**src/rtl/fifo_pkg.sv**
```systemverilog
`default_nettype none
// ============================================================================
//  Module      : fifo_pkg
//  Description : Shared sizing helper and control-decode type for reg_fifo.
//  Revision    : 1.0 - initial release
// ============================================================================
package fifo_pkg;

    function automatic int ptr_w(input int depth);
        return $clog2(depth);
    endfunction

    // Encoding matches {pop, push} so the decode is a plain cast.
    typedef enum logic [1:0] {
        OP_NONE = 2'b00,
        OP_PUSH = 2'b01,
        OP_POP  = 2'b10,
        OP_BOTH = 2'b11
    } fifo_op_e;

endpackage
`default_nettype wire

```
**src/rtl/fifo_ptr_ctrl.sv**
```systemverilog
`default_nettype none
// ============================================================================
//  Module      : fifo_ptr_ctrl
//  Description : Read/write pointers and occupancy for reg_fifo, plus flags.
//  Revision    : 1.0 - initial release
// ============================================================================
module fifo_ptr_ctrl
    import fifo_pkg::*;
#(
    parameter  int DEPTH = 4,
    localparam int PW    = ptr_w(DEPTH),
    localparam int CW    = PW + 1
) (
    input  logic          clk,
    input  logic          rst_in,
    input  logic          push,
    input  logic          pop,
    output logic [PW-1:0] wr_ptr,
    output logic [PW-1:0] rd_ptr,
    output logic [CW-1:0] count,
    output logic          full,
    output logic          empty,
    output logic          din_ready,
    output logic          qout_valid
);

    localparam logic [CW-1:0] C_DEPTH = CW'(DEPTH);

    fifo_op_e      w_op;
    logic [PW-1:0] r_wr_ptr_q, w_wr_ptr_d;
    logic [PW-1:0] r_rd_ptr_q, w_rd_ptr_d;
    logic [CW-1:0] r_count_q,  w_count_d;
    logic          w_full;
    logic          w_empty;

    always_comb begin
        w_op       = fifo_op_e'({pop, push});
        w_wr_ptr_d = r_wr_ptr_q;
        w_rd_ptr_d = r_rd_ptr_q;
        w_count_d  = r_count_q;
        case (w_op)
            OP_PUSH: begin
                w_wr_ptr_d = r_wr_ptr_q + PW'(1);
                w_count_d  = r_count_q + CW'(1);
            end
            OP_POP: begin
                w_rd_ptr_d = r_rd_ptr_q + PW'(1);
                w_count_d  = r_count_q - CW'(1);
            end
            OP_BOTH: begin
                w_wr_ptr_d = r_wr_ptr_q + PW'(1);
                w_rd_ptr_d = r_rd_ptr_q + PW'(1);
            end
            default: begin
            end
        endcase
    end

    always_ff @(posedge clk) begin
        if (rst_in) begin
            r_wr_ptr_q <= '0;
            r_rd_ptr_q <= '0;
            r_count_q  <= '0;
        end else begin
            r_wr_ptr_q <= w_wr_ptr_d;
            r_rd_ptr_q <= w_rd_ptr_d;
            r_count_q  <= w_count_d;
        end
    end

    // Flags come straight from the registered count, so a same-cycle pop
    // on a full FIFO cannot raise din_ready until the next cycle.
    assign w_full     = (r_count_q == C_DEPTH);
    assign w_empty    = (r_count_q == '0);
    assign wr_ptr     = r_wr_ptr_q;
    assign rd_ptr     = r_rd_ptr_q;
    assign count      = r_count_q;
    assign full       = w_full;
    assign empty      = w_empty;
    assign din_ready  = !w_full;
    assign qout_valid = !w_empty;

endmodule
`default_nettype wire

```
**src/rtl/reg_fifo.sv**
```systemverilog
`default_nettype none
// ============================================================================
//  Module      : reg_fifo
//  Description : Flop-based first-word-fall-through FIFO with valid/ready ports.
//  Revision    : 1.0 - initial release
// ============================================================================
module reg_fifo
    import fifo_pkg::*;
#(
    parameter  int WIDTH = 20,
    parameter  int DEPTH = 4,
    localparam int PW    = ptr_w(DEPTH),
    localparam int CW    = PW + 1
) (
    input  logic             clk,
    input  logic             rst_in,
    input  logic [WIDTH-1:0] din,
    input  logic             din_valid,
    output logic             din_ready,
    output logic [WIDTH-1:0] qout,
    output logic             qout_valid,
    input  logic             qout_ready,
    output logic [CW-1:0]    count,
    output logic             full,
    output logic             empty
);

    localparam logic [CW-1:0] C_DEPTH = CW'(DEPTH);

    logic [WIDTH-1:0] r_mem_q [DEPTH];
    logic [WIDTH-1:0] w_mem_d [DEPTH];
    logic [PW-1:0]    w_wr_ptr;
    logic [PW-1:0]    w_rd_ptr;
    logic             w_push;
    logic             w_pop;
    logic             w_din_ready;
    logic             w_qout_valid;
    logic             w_empty;
    logic             w_full;
    logic [CW-1:0]    w_count;

    assign w_push = din_valid && w_din_ready;
    assign w_pop  = w_qout_valid && qout_ready;

    fifo_ptr_ctrl #(
        .DEPTH (DEPTH)
    ) u_ptr_ctrl (
        .clk        (clk),
        .rst_in     (rst_in),
        .push       (w_push),
        .pop        (w_pop),
        .wr_ptr     (w_wr_ptr),
        .rd_ptr     (w_rd_ptr),
        .count      (w_count),
        .full       (w_full),
        .empty      (w_empty),
        .din_ready  (w_din_ready),
        .qout_valid (w_qout_valid)
    );

    always_comb begin
        w_mem_d = r_mem_q;
        if (w_push) begin
            w_mem_d[w_wr_ptr] = din;
        end
    end

    // Storage is deliberately left out of reset; the empty flag masks it.
    always_ff @(posedge clk) begin
        r_mem_q <= w_mem_d;
    end

    assign qout       = w_empty ? '0 : r_mem_q[w_rd_ptr];
    assign qout_valid = w_qout_valid;
    assign din_ready  = w_din_ready;
    assign count      = w_count;
    assign full       = w_full;
    assign empty      = w_empty;

`ifndef TARGET_SYNTHESIS
    logic             r_hold_q;
    logic [WIDTH-1:0] r_din_hold_q;

    always_ff @(posedge clk) begin
        if (rst_in) begin
            r_hold_q     <= 1'b0;
            r_din_hold_q <= '0;
        end else begin
            r_hold_q     <= din_valid && !w_din_ready;
            r_din_hold_q <= din;
            assert (w_count <= C_DEPTH)
                else $error("reg_fifo: count %0d above depth", w_count);
            assert (!(w_full && w_empty))
                else $error("reg_fifo: full and empty together");
            if (r_hold_q) begin
                assert (din == r_din_hold_q)
                    else $error("reg_fifo: din changed while stalled");
            end
        end
    end

    // Area/energy bookkeeping needs a tbench_top with area and energy
    // variables, so it is only compiled when that bench defines the macro.
`ifdef REG_FIFO_TBENCH_ACCOUNTING
    initial begin
        tbench_top.area = tbench_top.area + 17*WIDTH*DEPTH + 17*(2*PW + PW + 1);
        $display("reg_fifo area %0d", tbench_top.area);
    end

    always @(posedge clk) begin
        if (!rst_in && w_push) begin
            tbench_top.energy = tbench_top.energy + WIDTH*0.1;
        end
    end
`endif
`endif

endmodule
`default_nettype wire

```
**config.mk**
```make
export PLATFORM = sky130hd
export DESIGN_NAME = reg_fifo
export DESIGN_NICKNAME = d
export VERILOG_FILES = /design/src/rtl/fifo_pkg.sv /design/src/rtl/fifo_ptr_ctrl.sv /design/src/rtl/reg_fifo.sv
export SDC_FILE = /design/constraint.sdc
export NUM_CORES = 1
export LEC_CHECK = 0
export CORE_UTILIZATION = 55
export CTS_BUF_LIST = sky130_fd_sc_hd__clkbuf_4
export DETAILED_ROUTE_END_ITERATION = 6
export PLACE_DENSITY_LB_ADDON = 0.1
export SYNTH_ARGS = -nofsm -noshare
export SYNTH_HDL_FRONTEND = slang
export SYNTH_SLANG_ARGS = --single-unit
```
**constraint.sdc**
```tcl
create_clock -name clk -period 2.8 [get_ports clk]
set_input_delay 0.42 -clock clk [delete_from_list [all_inputs] [get_ports clk]]
set_output_delay 0.42 -clock clk [all_outputs]
set_load 0.005 [all_outputs]
```
Yosys cells after proc, flatten, opt, wreduce, memory -nomap -nowiden
Cells that the tools add are included.
W data, S select, Z words.
- flip-flop bits (word level): 87
- input bits: 24
- output and inout port bits: 27
- word-level logic and storage cells: 37
- add/sub/neg operators: 4
- magnitude comparators: 3
- equal/unequal tests: 4
- multiplexer cells: 8
- bitwise operators: 2
- reduce and logical (&&, ||, !) cells: 9
- operator list (operator ; number):
    $bwmux W80 ; 1
    $mux W20 ; 4
    $bmux W20 S2 ; 1
    $demux W20 S2 ; 1
    $ge A3 B3 Y1 const B ; 2
    $not A2 Y3 ; 2
    $pmux W3 S2 ; 1
    $add A2 B1 Y2 const B ; 2
    $eq A2 B2 Y1 const B ; 2
    $reduce_or A2 Y1 ; 2
    $add A3 B1 Y3 const B ; 1
    $eq A3 B3 Y1 const B ; 1
    $logic_and A1 B1 Y1 ; 3
    $logic_not A3 Y1 ; 1
    $lt A3 B1 Y1 const B ; 1
    $sub A3 B1 Y3 const B ; 1
    $eq A2 B1 Y1 const B ; 1
    $logic_not A1 Y1 ; 2
    $reduce_bool A2 Y1 ; 1

Logic depth before layout (Yosys ltp)
Gate-level depths: netlist (run 1).
- word-level depth: 6
- mapped depth: 11
- depth with buffers taken out: 11

Hierarchy
A second synthesis (run 1) with hierarchy kept.
- cells, all modules: 198
- area total of the unflattened synthesis: 3420.8 sq um
- by module, submodules not included (module ; instances ; cells each ; area each (sq um) ; seq. area each (sq um)):
    reg_fifo ; 1 ; 158 ; 3072.9 ; 2402.3
    fifo_ptr_ctrl ; 1 ; 40 ; 347.8 ; 140.1

Least setup slack after synthesis (run 1)
OpenSTA, ideal clock, no wires.
- path type: register -> register
- start point: register u_ptr_ctrl.r_count_q[0] (netlist: u_ptr_ctrl.count[0])
- end point: register u_ptr_ctrl.r_count_q[2] (netlist: u_ptr_ctrl.count[2])
- setup time: 0.070 ns
- arrival time: 1.976 ns
- data required time: 2.730 ns
- setup slack: 0.754 ns
- cell stages (with the launch flop): 12
- buffers on the path: 0
- clock period less this slack: 2.046 ns
- cell sequence: dfxtp_1 -> inv_1 -> nand3_1 -> inv_1 -> nor2_2 -> inv_1 -> ha_1 -> inv_1 -> fa_1 -> xor2_1 -> or3_1 -> a21oi_1
- cells in the longest elaborated chain, start to end: 5
- elaborated cells between the ends (all ways): 12
- classes of those cells: add/sub (2); eq/ne (3); mux (1); reduce/logical (6)
- ends and longest elaborated chain (item ; RTL line ; RTL):
    from (decl) ; fifo_ptr_ctrl.sv:32 ; logic [CW-1:0] r_count_q, w_count_d;
    from (signal assigned) ; fifo_ptr_ctrl.sv:67 ; r_count_q <= w_count_d;
    $eq A3 B3 Y1 * ; fifo_ptr_ctrl.sv:73 ; assign w_full = (r_count_q == C_DEPTH);
    $logic_not A1 Y1 * ; fifo_ptr_ctrl.sv:80 ; assign din_ready = !w_full;
    via din_ready ; reg_fifo.sv:19 ; output logic din_ready,
    $logic_and A1 B1 Y1 * ; reg_fifo.sv:42 ; assign w_push = din_valid && w_din_ready;
    $eq A2 B2 Y1 or $eq A2 B1 Y1 (tied branches) ; fifo_ptr_ctrl.sv:41 ; case (w_op)
    $pmux W3 S2 or $reduce_bool A2 Y1 (tied branches) ; - ;
The timed path passes the listed nets; every way through them passes the cells marked *.
A chain may end at the register's enable or synchronous reset.

Worst setup path after layout (run 1)
- start point: register u_ptr_ctrl.r_rd_ptr_q[0] (netlist: u_ptr_ctrl.rd_ptr[0])
- end point: output port qout[1]
- cells in the longest elaborated chain, start to end: 5
- ends and longest elaborated chain (item ; RTL line ; RTL):
    from (decl) ; fifo_ptr_ctrl.sv:31 ; logic [PW-1:0] r_rd_ptr_q, w_rd_ptr_d;
    from (signal assigned) ; fifo_ptr_ctrl.sv:66 ; r_rd_ptr_q <= w_rd_ptr_d;
    $not A2 Y3 (implied by the code) ; reg_fifo.sv:73 ; assign qout = w_empty ? '0 : r_mem_q[w_rd_ptr];
    $bmux W20 S2 ; reg_fifo.sv:73 ;
    $mux W20 (implied by the code) (2 in a row) ; reg_fifo.sv:73 ;
    $mux W20 ; reg_fifo.sv:73 ;
    to (decl) ; reg_fifo.sv:20 ; output logic [WIDTH-1:0] qout,
No other way between the ends. The select of a mux whose other input is x is not followed.

==> metrics.md, run 1 <==
| Metric | Value |
|---|---|
| Top post-synthesis cells by count | `edfxtp_1, mux4_2, nor2b_1, inv_1` |
| GRT Util Overall | `0.2094` |
| #FFs+latches synth | `87` |
| Min-delay worst type | `reg -> reg` |
| Asr flop ratio synth | `0` |
| Starting Density | `0.5800` |
| Cts bufs inserted | `9` |
| Setup tns final | `0 ns` |
| Worst-Skew Late Latency | `0.41 ns` |
| Core Area | `0.005991 sq mm` |
| Vias in the first global route | `1828` |
| Mapped Area | `0.003475 sq mm` |
| Vias per inst | `5.494` |
| Clock buffer depth | `2` |
| Final setup viols | `0` |
| Die Span Y | `81.48 um` |
| Final period utilization | `0.9484` |
| Vias | `1758` |
| Sw Pwr | `1.010 mW` |
| Area fraction of the dominant cell type after synthesis | `0.6914` |
| Chip Width | `81.48 um` |
| Critical path arrival | `2.24 ns` |
| # diodes | `0` |
| DP HPWL | `4142 um` |
| Slowest-stage cell, CP | `mux4_2` |
| Tmin final | `2.655 ns` |
| Syn avg cell area | `19.52 sq um` |
| Largest net degree at the start of global routing | `23` |
| Sequential share of the synthesized area | `0.7317` |
| Clock Tree Root | `clkbuf_4` |
| Cells after DPL | `305` |
| Cell Pwr Density | `831.9 mW/mm^2` |
| RSZ-0062 raised after global routing | `no` |
| Post-Syn Instances | `178` |
| Design area | `0.004260 sq mm` |
| Final Hold Viols | `0` |
| Die footprint | `0.006639 sq mm` |
| # DRC | `0` |
| CP Cell Sequence | `buf_4, mux4_2, nor2b_1, clkdlybuf4s50_1` |
| Max VDD drop | `0.6000 mV` |
| Clock group share of total power | `0.168` |
| Nets@finish | `272` |
| Worst Tran Pin Value | `0.5610 ns` |
| Gr ovfl total | `0` |
| Initial DRT Pass Iterations | `4` |
| F_max | `0.3766 GHz` |
| Routed WL | `6165 um` |
| Cell Int Power | `2.534 mW` |
| Mux contribution to synthesized area | `0.1347` |
| Dominant cells by area after synthesis | `edfxtp_1, mux4_2, dfxtp_1, nor2b_1, ha_1` |
| Cell taking the most area after synthesis | `edfxtp_1` |
| GP Congestion | `0.7942` |
| P_leak | `1.427 nW` |
| Layout Cells excl Fill | `320` |
| Worst path max stage delay | `0.52 ns` |
| Sw Ratio | `0.2850` |
| Required time worst endpoint | `2.38 ns` |
| Unique masters post-synth | `25` |
| I/O Buffers | `50` |
| Flop pwr share | `0.460` |
| Area share of fa/ha/maj cells after synthesis | `0.02737` |
| Antenna-violating nets left | `0` |
| YS warnings | `0` |
| First-pass GRT wire length | `9480 um` |
| Syn nets | `209` |
| Clock Sinks | `87` |
| Post-Synth XOR/XNOR Area | `0.007562` |
| Post-CTS setup buffer count | `0` |
| Status | `completed` |
| CP Class | `reg -> out` |
| CP Max Fanout | `9` |
| Startpoint types | `flip-flop` |
| Slew margin rel. | `0.6260` |
| Compound-cell area share of the yosys netlist | `0.008642` |
| Num rows | `28` |
| Reg clk slew, reported paths | `0.12 ns` |
| Final Max Slew Viols | `0` |
| I/O pin cnt | `51` |
| MaxCap Viol Count | `0` |
| Fillcell total | `372` |
| Crit path capture type | `output pin` |
| Initial DRC Count | `93` |
| Htree depth | `3` |
| Combinational share of power | `0.372` |
| Simple-gate area share of the yosys netlist | `0.06734` |
| Ys flop type | `edfxtp_1` |
| CTS tree | `yes` |
| Wire length per cell | `19.27 um` |
| Placed Area | `0.004148 sq mm` |
| Antenna violations before repair | `0` |
| Synth-to-layout area growth | `22.61%` |
| Main combinational cell family by area after synthesis | `multiplexers` |
| Dominant cell by count in the synthesized netlist | `edfxtp_1` |
| Skew final | `0.01484 ns` |
| Number of synthesized flops with an enable pin | `80` |
| Share of layout cells above drive strength 1 | `0.1837` |
routing by layer:
layer	up-vias	GRT usage	wire length, um
met5	-	0	0
met4	0	0.08929	110
met3	11	0.03667	291
met2	60	0.3508	3267
met1	877	0.2708	2496
li1	810	-	-
layout make-up:
cell class / count / area (sq um) / share of cell area
clock inverter: 5 / 35.03 / 0.008223
multi-input combinational: 75 / 858.3 / 0.2015
tap: 75 / 93.84 / 0.02203
inverter: 9 / 33.78 / 0.007930
timing repair buffer: 59 / 618.1 / 0.1451
sequential: 87 / 2546 / 0.5976
clock buffer: 10 / 75.07 / 0.01762
stage by stage:
step / power (mW) / worst slack, ns / utilization / hold WS (ns)
2_1_floorplan: 2.302 / 0.7542 / - / 0.4816
3_3_place_gp: 2.948 / 0.4503 / 0.6924 / 0.4931
3_5_place_dp: 2.992 / 0.3323 / 0.6924 / 0.5279
4_1_cts: 3.587 / 0.02740 / 0.7107 / 0.5454
5_1_grt: 3.746 / 0.02564 / 0.7112 / 0.5719
6_report: 3.544 / 0.1446 / 0.7112 / 0.5325
layout by cell type (no fill, tap or decap), drive strengths merged:
master,netlist,final
nand3,1,1
nor3,2,2
clkbuf,1,10
xor2,3,3
fa,1,1
clkdlybuf4s50,0,50
clkinv,0,3
mux4,20,20
or3,2,2
nand2b,2,2
ha,6,6
a21oi,3,3
o21ai,3,3
and2,4,4
clkinvlp,0,1
and2b,7,7
dfxtp,7,7
nor3b,1,1
nor2,5,5
buf,6,9
edfxtp,80,80
nor2b,14,14
mux2i,1,1
inv,9,10
what timing repair did:
item                                   in CTS  in global routing
hold buffers                                0                  0
resized for setup                           0                  1
setup endpoints to repair                   0                 12
endpoints found under the hold margin       0                  0
worst paths after layout:
| kind | startpoint | end | slack, ns | cells past startpoint |
|---|---|---|---|---|
| min reg2reg | u_ptr_ctrl.wr_ptr[1] | u_ptr_ctrl.wr_ptr[1] | 0.53 | 2 |
| min | u_ptr_ctrl.wr_ptr[1] | u_ptr_ctrl.wr_ptr[1] | 0.53 | 2 |
| max reg2reg | u_ptr_ctrl.count[0] | u_ptr_ctrl.count[2] | 0.60 | 11 |
| max | u_ptr_ctrl.rd_ptr[0] | qout[1] | 0.14 | 4 |
power groups by stage:
stage               registers [mW]  logic [mW]  clock network, mW
finish                        1.63        1.32              0.595
global placement              1.64        1.30                  0
CTS                           1.63        1.35              0.613
floorplan                     1.63       0.676                  0
detailed placement            1.66        1.34                  0
global route                  1.65        1.44              0.656
logic make-up (layout without fill, tap and decap cells):
group,Yosys count,in the layout
fa+ha+maj,7,7
compound gates,6,6
buf+inv,16,83
mux,21,21
flops,87,87
simple gates,38,38
xor+xnor,3,3
state kept, by name (all words and copies together) (netlist names):
register and flops:
r_mem_q 80, u_ptr_ctrl.count 3, u_ptr_ctrl.rd_ptr 2, u_ptr_ctrl.wr_ptr 2
worst max-delay path, delay by kind of cell (launching register included):
family	cells	cell delay (ns)
and+or+nand+nor	1	0.14
muxes	1	0.52
DFF	1	0.45
buffers and inverters	2	0.72
Note: power is estimated with default switching activity, not from simulation.
==> run 2: changes to the inputs <==
Settings changed: CORE_ASPECT_RATIO from default to 0.6, CORE_UTILIZATION 55 to 60.
==> metrics.md, run 2 (synthesis gave the netlist of run 1 again) <==
| Metric | Value |
|---|---|
| P_leak | `1.444 nW` |
| Nets@finish | `275` |
| Die Span Y | `60.95 um` |
| Routed WL | `5754 um` |
| CTS resizes | `0` |
| Clock buffer depth | `2` |
| Flip-flop count of the largest register after layout | `80` |
| I/O pin cnt | `51` |
| Antenna violations before repair | `0` |
| Min-delay worst type | `reg -> reg` |
| Gr ovfl total | `0` |
| Starting Density | `0.6238` |
| Final period utilization | `0.9378` |
| Share of layout cells above drive strength 1 | `0.1928` |
| Startpoint types | `flip-flop` |
| Slowest-stage cell, CP | `mux4_1` |
| Skew final | `0.01886 ns` |
| Reg clk slew, reported paths | `0.12 ns` |
| Vias per inst | `5.383` |
| Num rows | `21` |
| Htree depth | `3` |
| CP Max Fanout | `11` |
| Final Power | `3.594 mW` |
| Post-CTS setup buffer count | `0` |
| Hold_ws | `0.5289 ns` |
| CTS tree | `yes` |
| First-pass GRT wire length | `8845 um` |
| Antenna-violating nets left | `0` |
| GP Congestion | `0.7711` |
| Largest net degree at the start of global routing | `23` |
| Synth-to-layout area growth | `22.72%` |
| Die footprint | `0.006109 sq mm` |
| Initial DRC Count | `148` |
| Slew margin rel. | `0.7635` |
| Final Hold Viols | `0` |
| Final setup viols | `0` |
| Wire length per cell | `17.49 um` |
| Critical path arrival | `2.21 ns` |
| Vias | `1771` |
| Max VDD drop | `0.4375 mV` |
| Commonest non-fill, non-tap cell in the layout | `edfxtp_1` |
| Final Max Slew Viols | `0` |
| Status | `completed` |
| Vias in the first global route | `1735` |
| Hold buffers post-CTS | `0` |
| RSZ-0062 raised after global routing | `no` |
| Worst-Skew Late Latency | `0.43 ns` |
| Cts bufs inserted | `9` |
| Clock Sinks | `87` |
| Cell Pwr Density | `842.8 mW/mm^2` |
| Fillcell total | `319` |
| I/O Buffers | `50` |
| Crit path capture type | `output pin` |
| MaxCap Viol Count | `0` |
| Required time worst endpoint | `2.38 ns` |
| # DRC | `0` |
| Top reg by flops | `r_mem_q` |
| DP HPWL | `3817 um` |
| Chip Width | `100.2 um` |
| GRT Util Overall | `0.2125` |
| Initial DRT Pass Iterations | `4` |
| Tmin final | `2.626 ns` |
| F_max | `0.3808 GHz` |
| Setup tns final | `0 ns` |
| CP Cell Sequence | `buf_4, mux4_1, and2b_1, clkdlybuf4s50_1` |
| Core Area | `0.005570 sq mm` |
| Worst Tran Pin Value | `0.3511 ns` |
| CP Class | `reg -> out` |
| Clock Tree Root | `clkbuf_4` |
| # diodes | `0` |
| Worst path max stage delay | `0.59 ns` |
| Most frequent cells in the layout | `edfxtp_1, clkdlybuf4s50_1, mux4_2, nor2b_1, buf_4` |
[run 2: cell types whose count changed in the layout (fill, tap and decap cells not counted), sizes merged]
cell	previous run	this run
buf	9	12
bufinv	0	1
clkbuf	10	11
clkinv	3	2
[run 2: worst paths after layout]
check / from / end / slack (ns) / cells past startpoint
max: u_ptr_ctrl.rd_ptr[0] / qout[11] / 0.17 / 4
min: u_ptr_ctrl.wr_ptr[1] / u_ptr_ctrl.wr_ptr[1] / 0.53 / 2
max reg2reg: u_ptr_ctrl.count[0] / u_ptr_ctrl.count[2] / 0.57 / 11
min reg2reg: u_ptr_ctrl.wr_ptr[1] / u_ptr_ctrl.wr_ptr[1] / 0.53 / 2
[run 2: routing by layer]
layer | up-vias | wire length (um) | part of all wire | global-route usage
met5 | - | 0 | 0 | 0
met4 | 0 | 40 | 0.0070 | 0.05590
met3 | 7 | 346 | 0.060 | 0.09332
met2 | 51 | 2869 | 0.50 | 0.3346
met1 | 893 | 2497 | 0.43 | 0.2785
li1 | 820 | - | - | -
[run 2: power breakdown]
part,internal [mW],switching (mW)
Combinational,0.776,0.528
Sequential,1.55,0.0511
Clock,0.293,0.394
[run 2: layout make-up]
type,count,area [sq um],area share
Clock buffer,11,82.58,0.01937
Clock inverter,5,56.30,0.01320
Inverter,9,33.78,0.007923
Multi-Input combinational cell,75,858.3,0.2013
Sequential cell,87,2542,0.5962
Tap cell,80,100.1,0.02347
Timing Repair Buffer,62,590.6,0.1385
[run 2: critical path, delay by kind of cell, from the launching register on]
family | cells | cell delay, ns
flip-flops | 1 | 0.34
multiplexers | 1 | 0.59
AND/OR/NAND/NOR | 1 | 0.18
buffers and inverters | 2 | 0.69
[run 2: stage by stage]
| stage | setup slack, ns | utilization | area [sq um] | instances |
|---|---|---|---|---|
| floorplan | 0.7542 | - | 3475 | 178 |
| global placement | 0.4546 | 0.7406 | 4125 | 313 |
| detailed placement | 0.3773 | 0.7406 | 4125 | 313 |
| CTS | 0.1230 | 0.7655 | 4264 | 329 |
| global route | 0.03573 | 0.7655 | 4264 | 329 |
| finish | 0.1740 | 0.7655 | 4264 | 329 |
==> run 3: changes to the inputs <==
Settings changed: CTS_CLUSTER_DIAMETER from default to 50.
==> results of run 3 <==
Same layout as run 2: the final DEF is identical, and so are final timing and power.
